==> src/rtl/hack_cpu_pkg.sv <==
// Shared types and constants for the hack_cpu core: FSM state codes, IR field
// positions and common comp encodings.
package hack_cpu_pkg;

    typedef enum logic {
        FETCH = 1'b0,
        EXEC  = 1'b1
    } state_t;

    localparam int IR_TYPE    = 15;
    localparam int IR_ABIT    = 12;
    localparam int IR_COMP_HI = 11;
    localparam int IR_DEST_A  = 5;
    localparam int IR_DEST_D  = 4;
    localparam int IR_DEST_M  = 3;
    localparam int IR_JMP_LT  = 2;
    localparam int IR_JMP_EQ  = 1;
    localparam int IR_JMP_GT  = 0;

    localparam logic [5:0] COMP_D      = 6'b001100;
    localparam logic [5:0] COMP_A      = 6'b110000;
    localparam logic [5:0] COMP_DPLUS1 = 6'b011111;

    localparam logic [2:0] JMP_ALWAYS  = 3'b111;

endpackage

==> src/rtl/hack_cpu_if.sv <==
// Instruction-fetch handshake and data-memory bus between the hack_cpu core
// (master) and its memories (slave).
interface hack_cpu_if;
    logic [15:0] instr;
    logic        instr_valid;
    logic        instr_ready;
    logic [14:0] pc;
    logic [15:0] in_m;
    logic [15:0] out_m;
    logic        write_m;
    logic [14:0] address_m;

    modport master (
        input  instr, instr_valid, in_m,
        output instr_ready, pc, out_m, write_m, address_m
    );

    modport slave (
        output instr, instr_valid, in_m,
        input  instr_ready, pc, out_m, write_m, address_m
    );
endinterface

==> src/rtl/alu.sv <==
// Hack ALU: optional zero/negate of each operand, add or and, optional negate
// of the result; zr/ng flag a zero or negative result.
module alu (
    output logic [15:0] out,
    output logic        zr,
    output logic        ng,
    input  logic [15:0] x,
    input  logic [15:0] y,
    input  logic        zx,
    input  logic        nx,
    input  logic        zy,
    input  logic        ny,
    input  logic        f,
    input  logic        no
);
    logic [15:0] x_z, x_n, y_z, y_n, f_out;

    assign x_z   = zx ? 16'h0000 : x;
    assign x_n   = nx ? ~x_z : x_z;
    assign y_z   = zy ? 16'h0000 : y;
    assign y_n   = ny ? ~y_z : y_z;
    assign f_out = f ? (x_n + y_n) : (x_n & y_n);
    assign out   = no ? ~f_out : f_out;
    assign zr    = (out == 16'h0000);
    assign ng    = out[15];
endmodule

==> src/rtl/hack_cpu.sv <==
// Multi-cycle Hack CPU core: FETCH latches an instruction, EXEC drives the alu
// and commits A/D/PC. Define HACK_CPU_HALT_EN to build self-loop halt detection.
module hack_cpu
    import hack_cpu_pkg::*;
#(
    parameter logic [14:0] RESET_PC = 15'd0
) (
    input  logic        clk,
    input  logic        reset,
    hack_cpu_if.master  bus,
    output logic [15:0] a_out,
    output logic [15:0] d_out,
    output logic        halted
);
    state_t      state, state_next;
    logic [15:0] a_reg, d_reg, ir;
    logic [14:0] pc_reg, pc_inc, pc_next;
    logic        accept, commit, ready, wr;
    logic        halt_q;
    logic        is_c, take_jump;
    logic [15:0] alu_y, alu_out;
    logic        alu_zr, alu_ng;
    logic        unused_ir_bits;

    assign is_c           = ir[IR_TYPE];
    assign alu_y          = ir[IR_ABIT] ? bus.in_m : a_reg;
    assign unused_ir_bits = ^ir[14:13];

    alu u_alu (alu_out, alu_zr, alu_ng, d_reg, alu_y,
               ir[IR_COMP_HI], ir[IR_COMP_HI-1], ir[IR_COMP_HI-2],
               ir[IR_COMP_HI-3], ir[IR_COMP_HI-4], ir[IR_COMP_HI-5]);

    assign take_jump = (ir[IR_JMP_LT] & alu_ng) |
                       (ir[IR_JMP_EQ] & alu_zr) |
                       (ir[IR_JMP_GT] & ~alu_ng & ~alu_zr);
    assign pc_inc    = pc_reg + 15'd1;
    // Jump target is the pre-commit A, even when the same instruction rewrites A.
    assign pc_next   = (is_c && take_jump) ? a_reg[14:0] : pc_inc;

    always_ff @(posedge clk) begin
        if (reset) state <= FETCH;
        else       state <= state_next;
    end

    always_comb begin
        // NOTE: every signal written here gets a default first, so no latch is inferred.
        state_next = state;
        ready      = 1'b0;
        accept     = 1'b0;
        commit     = 1'b0;
        wr         = 1'b0;
        case (state)
            FETCH: begin
                if (!halt_q) begin
                    ready = 1'b1;
                    if (bus.instr_valid) begin
                        accept     = 1'b1;
                        state_next = EXEC;
                    end
                end
            end
            EXEC: begin
                commit     = 1'b1;
                wr         = is_c & ir[IR_DEST_M];
                state_next = FETCH;
            end
        endcase
    end

    always_ff @(posedge clk) begin
        // NOTE: non-blocking assignments so every register samples pre-edge values.
        if (reset) begin
            pc_reg <= RESET_PC;
            a_reg  <= 16'h0000;
            d_reg  <= 16'h0000;
            ir     <= 16'h0000;
        end else begin
            if (accept) ir <= bus.instr;
            if (commit) begin
                pc_reg <= pc_next;
                if (!is_c)               a_reg <= ir;
                else if (ir[IR_DEST_A])  a_reg <= alu_out;
                if (is_c && ir[IR_DEST_D]) d_reg <= alu_out;
            end
        end
    end

`ifdef HACK_CPU_HALT_EN
    always_ff @(posedge clk) begin
        if (reset)
            halt_q <= 1'b0;
        else if (commit && is_c && ir[2:0] == JMP_ALWAYS && a_reg[14:0] == pc_reg)
            halt_q <= 1'b1;
    end
`else
    assign halt_q = 1'b0;
`endif

    assign bus.instr_ready = ready;
    assign bus.pc          = pc_reg;
    assign bus.write_m     = wr;
    assign bus.out_m       = alu_out;
    assign bus.address_m   = a_reg[14:0];
    assign a_out           = a_reg;
    assign d_out           = d_reg;
    assign halted          = halt_q;
endmodule

==> src/flat_wrapper.sv <==
// flat-port wrapper written by rule: the top's interface ports become plain ports
module hack_cpu_flat import hack_cpu_pkg::*;
#(
    parameter logic [14:0] RESET_PC = 15'd0
)
  (clk, reset, a_out, d_out, halted, bus_instr, bus_instr_valid, bus_in_m, bus_instr_ready, bus_pc, bus_out_m, bus_write_m, bus_address_m);
  hack_cpu_if bus_i ();
  input  logic clk;
  input  logic reset;
  output logic [15:0] a_out;
  output logic [15:0] d_out;
  output logic halted;
  input wire logic [$bits(bus_i.instr)-1:0] bus_instr;
  input wire logic [$bits(bus_i.instr_valid)-1:0] bus_instr_valid;
  input wire logic [$bits(bus_i.in_m)-1:0] bus_in_m;
  output wire logic [$bits(bus_i.instr_ready)-1:0] bus_instr_ready;
  output wire logic [$bits(bus_i.pc)-1:0] bus_pc;
  output wire logic [$bits(bus_i.out_m)-1:0] bus_out_m;
  output wire logic [$bits(bus_i.write_m)-1:0] bus_write_m;
  output wire logic [$bits(bus_i.address_m)-1:0] bus_address_m;
  assign bus_i.instr = bus_instr;
  assign bus_i.instr_valid = bus_instr_valid;
  assign bus_i.in_m = bus_in_m;
  assign bus_instr_ready = bus_i.instr_ready;
  assign bus_pc = bus_i.pc;
  assign bus_out_m = bus_i.out_m;
  assign bus_write_m = bus_i.write_m;
  assign bus_address_m = bus_i.address_m;
  hack_cpu #(.RESET_PC(RESET_PC)) u_core (.clk(clk), .reset(reset), .bus(bus_i), .a_out(a_out), .d_out(d_out), .halted(halted));
endmodule
==> config.mk <==
export PLATFORM = sky130hd
export DESIGN_NAME = hack_cpu_flat
export DESIGN_NICKNAME = d
export VERILOG_FILES = /design/src/rtl/hack_cpu_pkg.sv /design/src/rtl/hack_cpu_if.sv /design/src/rtl/alu.sv /design/src/rtl/hack_cpu.sv /design/src/flat_wrapper.sv
export SDC_FILE = /design/constraint.sdc
export NUM_CORES = 1
export LEC_CHECK = 0
export ABC_CLOCK_PERIOD_IN_PS = 4900
export BUFFER_PORTS_ARGS = -buffer_cell sky130_fd_sc_hd__buf_2
export CAP_MARGIN = 40
export CORE_AREA = 5 5 107 109
export DETAILED_ROUTE_END_ITERATION = 10
export DIE_AREA = 0 0 112 114
export GPL_ROUTABILITY_DRIVEN = 0
export PLACE_DENSITY = 0.72
export SLEW_MARGIN = 10
export SYNTH_ARGS = -nofsm -noshare
export SYNTH_HDL_FRONTEND = slang
export SYNTH_SLANG_ARGS = --single-unit
==> constraint.sdc <==
create_clock -name clk -period 4.9 [get_ports clk]
set_clock_uncertainty 0.1 [all_clocks]
set_input_delay 0 -clock clk [delete_from_list [all_inputs] [get_ports clk]]
set_output_delay 0 -clock clk [all_outputs]
set_load 0.02 [all_outputs]
# --- Yosys cells after proc, flatten, opt, wreduce, memory -nomap -nowiden ---
# Index checks and enable logic that the tools add are counted.
# W data, S select, Z words.
totals:
  reg_bits: 64
  latchBits: 0
  mem_bits_rw: 0
  rom_bits: 0
  word_cells: 43
  n_memories: 0
op_classes:
  add_sub_neg: 2
  n_mul: 0
  n_div: 0
  n_lt_le_gt_ge: 0
  eq_ne: 1
  shift: 0
  n_mux: 16
  n_bitwise: 14
  reduce_logical: 5
ops:
  columns: ["cell", "n"]
  rows:
  - ["$mux W16", 9]
  - ["$not A16 Y16", 3]
  - ["$add A16 B16 Y16", 1]
  - ["$and A16 B16 Y16", 1]
  - ["$logic_not A16 Y1", 1]
  - ["$add A15 B1 Y15 const B", 1]
  - ["$mux W15", 1]
  - ["$and A1 B1 Y1", 5]
  - ["$mux W1", 5]
  - ["$reduce_and A2 Y1", 2]
  - ["$not A1 Y1", 3]
  - ["$logic_and A1 B1 Y1", 2]
  - ["$ne A2 B2 Y1 const B", 1]
  - ["$or A1 B1 Y1", 2]
  - ["$pmux W1 S2", 1]

# --- Logic depth before layout (Yosys ltp) ---
logic_depth:
  word_depth: 14
  ltp_mapped: 20
  mapped_depth_nobuf: 17

# --- Hierarchy ---
# From an unflattened synthesis, not the netlist that was laid out.
unflattened:
  cells_unflattened: 655
  area_unflattened_um2: 5092.4
by_module_without_submodules:
  columns: ["module", "n_inst", "cells_each", "area_each_um2", "seq_area_each_um2"]
  rows:
  - ["hack_cpu", 1, 384, 3161.8, 1281.2]
  - ["alu", 1, 271, 1930.6, 0.0]

# --- Worst setup path after synthesis ---
# Ideal clock, no wire load.
synth_path:
  path_type: "register to register"
  startpoint: "reg u_core.ir[12]"
  endpoint: "reg u_core.pc_reg[14], in the netlist u_core.bus.pc[14]"
  setup_time_ns: 0.075
  arrival_ns: 4.547
  path_slack_ns: 0.178
  stages_incl_launch_ff: 19
  cell_sequence: "dfxtp_1 clkbuf_1 clkbuf_1 mux2i_1 nor2_1 xor2_1 ha_1 buf_2 a21oi_1 o21ai_1 a32o_1 a31oi_1 or3b_1 nand4_1 nor4b_2 a31oi_1 o221a_4 or4_1 a31oi_1"
synth_via:
  elab_chain_len: 14
  word_cells_on_any_way: 20
  cone_classes: "add/sub (1); mux (6); bitwise (11); reduce/logical (2)"
synth_lines:
  columns: ["item", "line_no", "source"]
  rows:
  - ["start, declared", "hack_cpu.sv:16", "logic [15:0] a_reg, d_reg, ir;"]
  - ["start signal, assigned", "hack_cpu.sv:78", "if (accept) ir <= bus.instr;"]
  - ["$mux W16 *", "hack_cpu.sv:26", "assign alu_y = ir[IR_ABIT] ? bus.in_m : a_reg;"]
  - ["$mux W16 *", "alu.sv:20", "assign y_z = zy ? 16'h0000 : y;"]
  - ["$not A16 Y16", "alu.sv:21", "assign y_n = ny ? ~y_z : y_z;"]
  - ["$mux W16 *", "alu.sv:21", null]
  - ["$add A16 B16 Y16 / $and A16 B16 Y16 (equally long branches)", "alu.sv:22", "assign f_out = f ? (x_n + y_n) : (x_n & y_n);"]
  - ["$mux W16 *", "alu.sv:22", null]
  - ["$not A16 Y16", "alu.sv:23", "assign out = no ? ~f_out : f_out;"]
  - ["$mux W16 *", "alu.sv:23", null]
  - ["via bus_out_m[14]", "flat_wrapper.sv:18", "output wire logic [$bits(bus_i.out_m)-1:0] bus_out_m;"]
  - ["$logic_not A16 Y1 *", "alu.sv:24", "assign zr = (out == 16'h0000);"]
  - ["$and A1 B1 Y1 / $not A1 Y1 (equally long branches)", "hack_cpu.sv:34, hack_cpu.sv:35", null]
  - ["$or A1 B1 Y1 / $and A1 B1 Y1 (equally long branches)", "hack_cpu.sv:33, hack_cpu.sv:35", null]
  - ["$or A1 B1 Y1 *", "hack_cpu.sv:34", "(ir[IR_JMP_EQ] & alu_zr) |"]
  - ["$logic_and A1 B1 Y1 *", "hack_cpu.sv:38", "assign pc_next = (is_c && take_jump) ? a_reg[14:0] : pc_inc;"]
  - ["$mux W15 *", "hack_cpu.sv:38", null]
  - ["end signal, assigned", "hack_cpu.sv:80", "pc_reg <= pc_next;"]
  - ["end, declared", "hack_cpu.sv:17", "logic [14:0] pc_reg, pc_inc, pc_next;"]
# The timed path passes the listed nets; every way through them passes the cells marked *.
# A chain may end at the register's enable or synchronous reset.

# --- Worst setup path after layout ---
layout_path:
  startpoint: "reg u_core.ir[11]"
  endpoint: "reg u_core.pc_reg[13], in the netlist u_core.bus.pc[13]"
layout_via:
  elab_chain_len: 13
  word_cells_on_any_way: 19
  cone_classes: "add/sub (1); mux (5); bitwise (11); reduce/logical (2)"
layout_lines:
  columns: ["item", "line_no", "source"]
  rows:
  - ["$mux W16 *", "alu.sv:18", "assign x_z = zx ? 16'h0000 : x;"]
  - ["$not A16 Y16", "alu.sv:19", "assign x_n = nx ? ~x_z : x_z;"]
  - ["$mux W16 *", "alu.sv:19", null]
  - ["$add A16 B16 Y16 / $and A16 B16 Y16 (equally long branches)", "alu.sv:22", null]
  - ["$mux W16 *", "alu.sv:22", null]
  - ["$not A16 Y16", "alu.sv:23", null]
  - ["$mux W16 *", "alu.sv:23", null]
  - ["$logic_not A16 Y1 / $not A1 Y1 (equally long branches)", "alu.sv:24, hack_cpu.sv:35", null]
  - ["$and A1 B1 Y1 (tied with other cells)", "hack_cpu.sv:34", null]
  - ["$or A1 B1 Y1 / $and A1 B1 Y1 (equally long branches)", "hack_cpu.sv:33, hack_cpu.sv:35", null]
  - ["$or A1 B1 Y1 *", "hack_cpu.sv:34", null]
  - ["$logic_and A1 B1 Y1 *", "hack_cpu.sv:38", null]
  - ["$mux W15 *", "hack_cpu.sv:38", null]
# Every way passes the cells marked *; elsewhere a longest branch is shown, timed or not.

==> impl_metrics.yaml <==
global_route:
  grt.overflow.total: 0
  grt_pass1_wl_um: 25300
  grt_max_degree: 65
  grt.total_usage: 0.244
  antenna_found_initial: 0
  grt_pass1_vias: 4912
clock_tree:
  cts_buffers: 9
  cts_tree: "done"
  cts_root_buf: "clkbuf_8"
  insertion_delay_ps: 350
  ctsLongestPathBuffers: 2
  htree_levels: 3
  clock-sinks: 64
  path_clk_slew_ps: 80
detailed_routing:
  wl_per_cell_um: 17.8
  dr.pass1.iters: 6
  ant_nets: 0
  detail_route.iter0.violations: 489
  via_per_inst: 5.85
  num_vias: 5209
  drc: 0
  routed_wl_um: 15900
placed_design:
  port_buffers: 114
  dp_hpwl_um: 11700
setup_path:
  worstSetupPathType: "reg2reg"
  arrival_ps: 4750
  critPathMaxFanout: 14
  crit_start: "u_core.ir[11]$_SDFFE_PP0P_"
  path_cells: "nand2b_1, xnor2_1, ha_1, inv_1, fa_1, nor2b_2, o21ai_0, a211oi_1, nor3_1, nor4bb_1, o2111ai_1, nor4b_2, a31oi_1, o221a_4, or4_1, a31oi_1"
  cpPeakStageDelay_ps: 580
  start_kind: "flip-flop"
  end_kind: "flip-flop"
  required_ps: 5080
  r2r-start: "u_core.ir[11]$_SDFFE_PP0P_"
  timing.critical_path.mode_cell: "a31oi_1"
  critPathSlowestCell: "dfxtp_1"
  crit_buf_inv: 1
  path_delay_family: "simple AND/OR/NAND/NOR gates"
logic_synthesis:
  synthTopCellsByArea: "dfxtp_1 (25%), nand2_1 (6.9%), mux2i_1 (6.6%)"
  avgSynthCellArea_um2: 7.78
  syn_area_um2: 5040
  ys_async_sr_fraction: 0
  syn_inst: 648
  seq_area_frac_synth: 0.254
  ys_ff_latch: 64
  synth_warnings: 0
  synth.distinct_cells: 72
  netlist.area_leader.share: 0.254
  synth_ff_type: "dfxtp_1"
  synth_edf_count: 0
  yosysTopAreaCell: "dfxtp_1"
  syn_nets: 701
job:
  maxCapViolations: 0
finish:
  layout_commonest_cell: "buf_2"
  area_growth_pct: 17.7
  layout_common_cells: "buf_2 (114), nand2_1 (93), nor2_1 (64), dfxtp_1 (63), a21oi_1 (46)"
  seq_area_um2: 1280
  multi_input_area_um2: 3320
  layout-drive-gt1-share: 0.225
  fillerInstances: 957
  nNetsFinal: 799
  antennaDiodeCount: 0
die:
  die-height_um: 114
  num_rows: 38
  start_util: 0.480
  die_x_um: 112
  io_pins: 116
  core_area_um2: 10500
  die_area_um2: 12800
sta:
  rsz0062_at_grt: "false"
  worst_slew_pin_slew_ps: 807
  min_period_over_period: 0.933
  fin_tns_setup_ps: 0
  max_freq_mhz: 219
  slew_violations: 0
  setup_violations: 0
  hold_viol: 0
  finalCriticalPeriod_ps: 4570
  relSlewSlack: 0.462
power:
  finalPower_w: 0.00146
  p_per_area_nw_per_um2: 246
  p_leak_nw: 2.55
  ir_drop_uv: 148
min_path:
  hold_path_class: "in2reg"
  min_from: "reset"
run_status:
  status: "complete, no violations"
worst paths after layout:
check / cells past startpoint / endpoint / slack (ps)
worst max-delay path: 16 / u_core.bus.pc[13]$_SDFFE_PP0P_ / 330
worst min register to register: 2 / u_core.ir[14]$_SDFFE_PP0P_ / 360
worst min-delay path: 3 / u_core.a_out[15]$_SDFFE_PP0P_ / 180
worst max register to register: 16 / u_core.bus.pc[13]$_SDFFE_PP0P_ / 330
cell families (layout without fill, tap and decap cells):
| kind of cell | count (synthesis) | after routing | synth area share |
|---|---|---|---|
| muxes | 33 | 33 | 0.0655 |
| AOI/OAI and AO/OA | 148 | 148 | 0.212 |
| xor gates and xnor gates | 46 | 46 | 0.0814 |
| adders and majority gates | 18 | 18 | 0.0462 |
| other | 1 | 1 | 0.000744 |
| and+or+nand+nor | 259 | 259 | 0.252 |
| DFF | 64 | 64 | 0.254 |
| buffers and inverters | 79 | 182 | 0.0884 |
Yosys cell counts (3+ instances only):
library cell  number
nand2_1           93
dfxtp_1           64
nor2_1            64
a21oi_1           48
mux2i_1           33
xnor2_1           28
clkbuf_1          26
buf_4             20
a211oi_1          18
nand2b_1          18
ha_1              17
xor2_1            17
a31oi_1           15
nand3_1           15
and3_1            14
inv_1             14
a2bb2oi_1         13
o21ai_0           11
nor2b_1            9
buf_6              7
nand3b_1           7
nand4b_1           7
nor3_1             6
buf_2              5
or4_1              5
a21o_1             4
nor3b_1            4
o2111ai_1          4
nand4_1            3
nor4_1             3
o21a_1             3
repair_timing:
item / 4_1_cts / 5_1_grt
setup buffers: 0 / 0
hold buffers: 16 / 1
setup endpoints to repair: 0 / 15
hold endpoints to repair: 16 / 1
gates resized for setup: 0 / 6
power breakdown:
group          total (W)  internal [W]  switching [W]
Sequential      0.000572      0.000539      0.0000334
Clock           0.000430      0.000198       0.000232
Combinational   0.000457      0.000175       0.000281
Total            0.00146      0.000912       0.000546
worst reg2reg max path: cells and delay by family (launching register included):
kind,cells,cell delay (ps)
fa+ha+maj,2,710
xor+xnor,1,130
simple gates,6,1620
buf+inv,1,80
compound gates,6,1280
flops,1,580
metal layers:
metal  GRT usage  part of all wire
met4      0.0817             0.023
met3      0.0536             0.086
met1       0.332              0.44
met2       0.386              0.45
met5           0                 0
metrics by stage:
stage	util	setup slack [ps]	hold slack, ps	std cells	cell area (µm²)
global route	0.564	48.3	234	891	5930
CTS	0.561	277	136	889	5890
global placement	0.526	471	142	855	5520
finish	0.564	330	181	891	5930
detailed placement	0.529	272	147	857	5550
floorplan	-	178	36.0	648	5040
cell type report:
| cell class | instances | area share |
|---|---|---|
| clock buffers | 10 | 0.0232 |
| inverters | 16 | 0.0101 |
| clock inverters | 6 | 0.00717 |
| repair buffers | 150 | 0.153 |
| flip-flops and latches | 64 | 0.216 |
| well taps | 140 | 0.0295 |
| multi-input cells | 505 | 0.560 |
No activity file was read; power rests on OpenSTA's default activity.
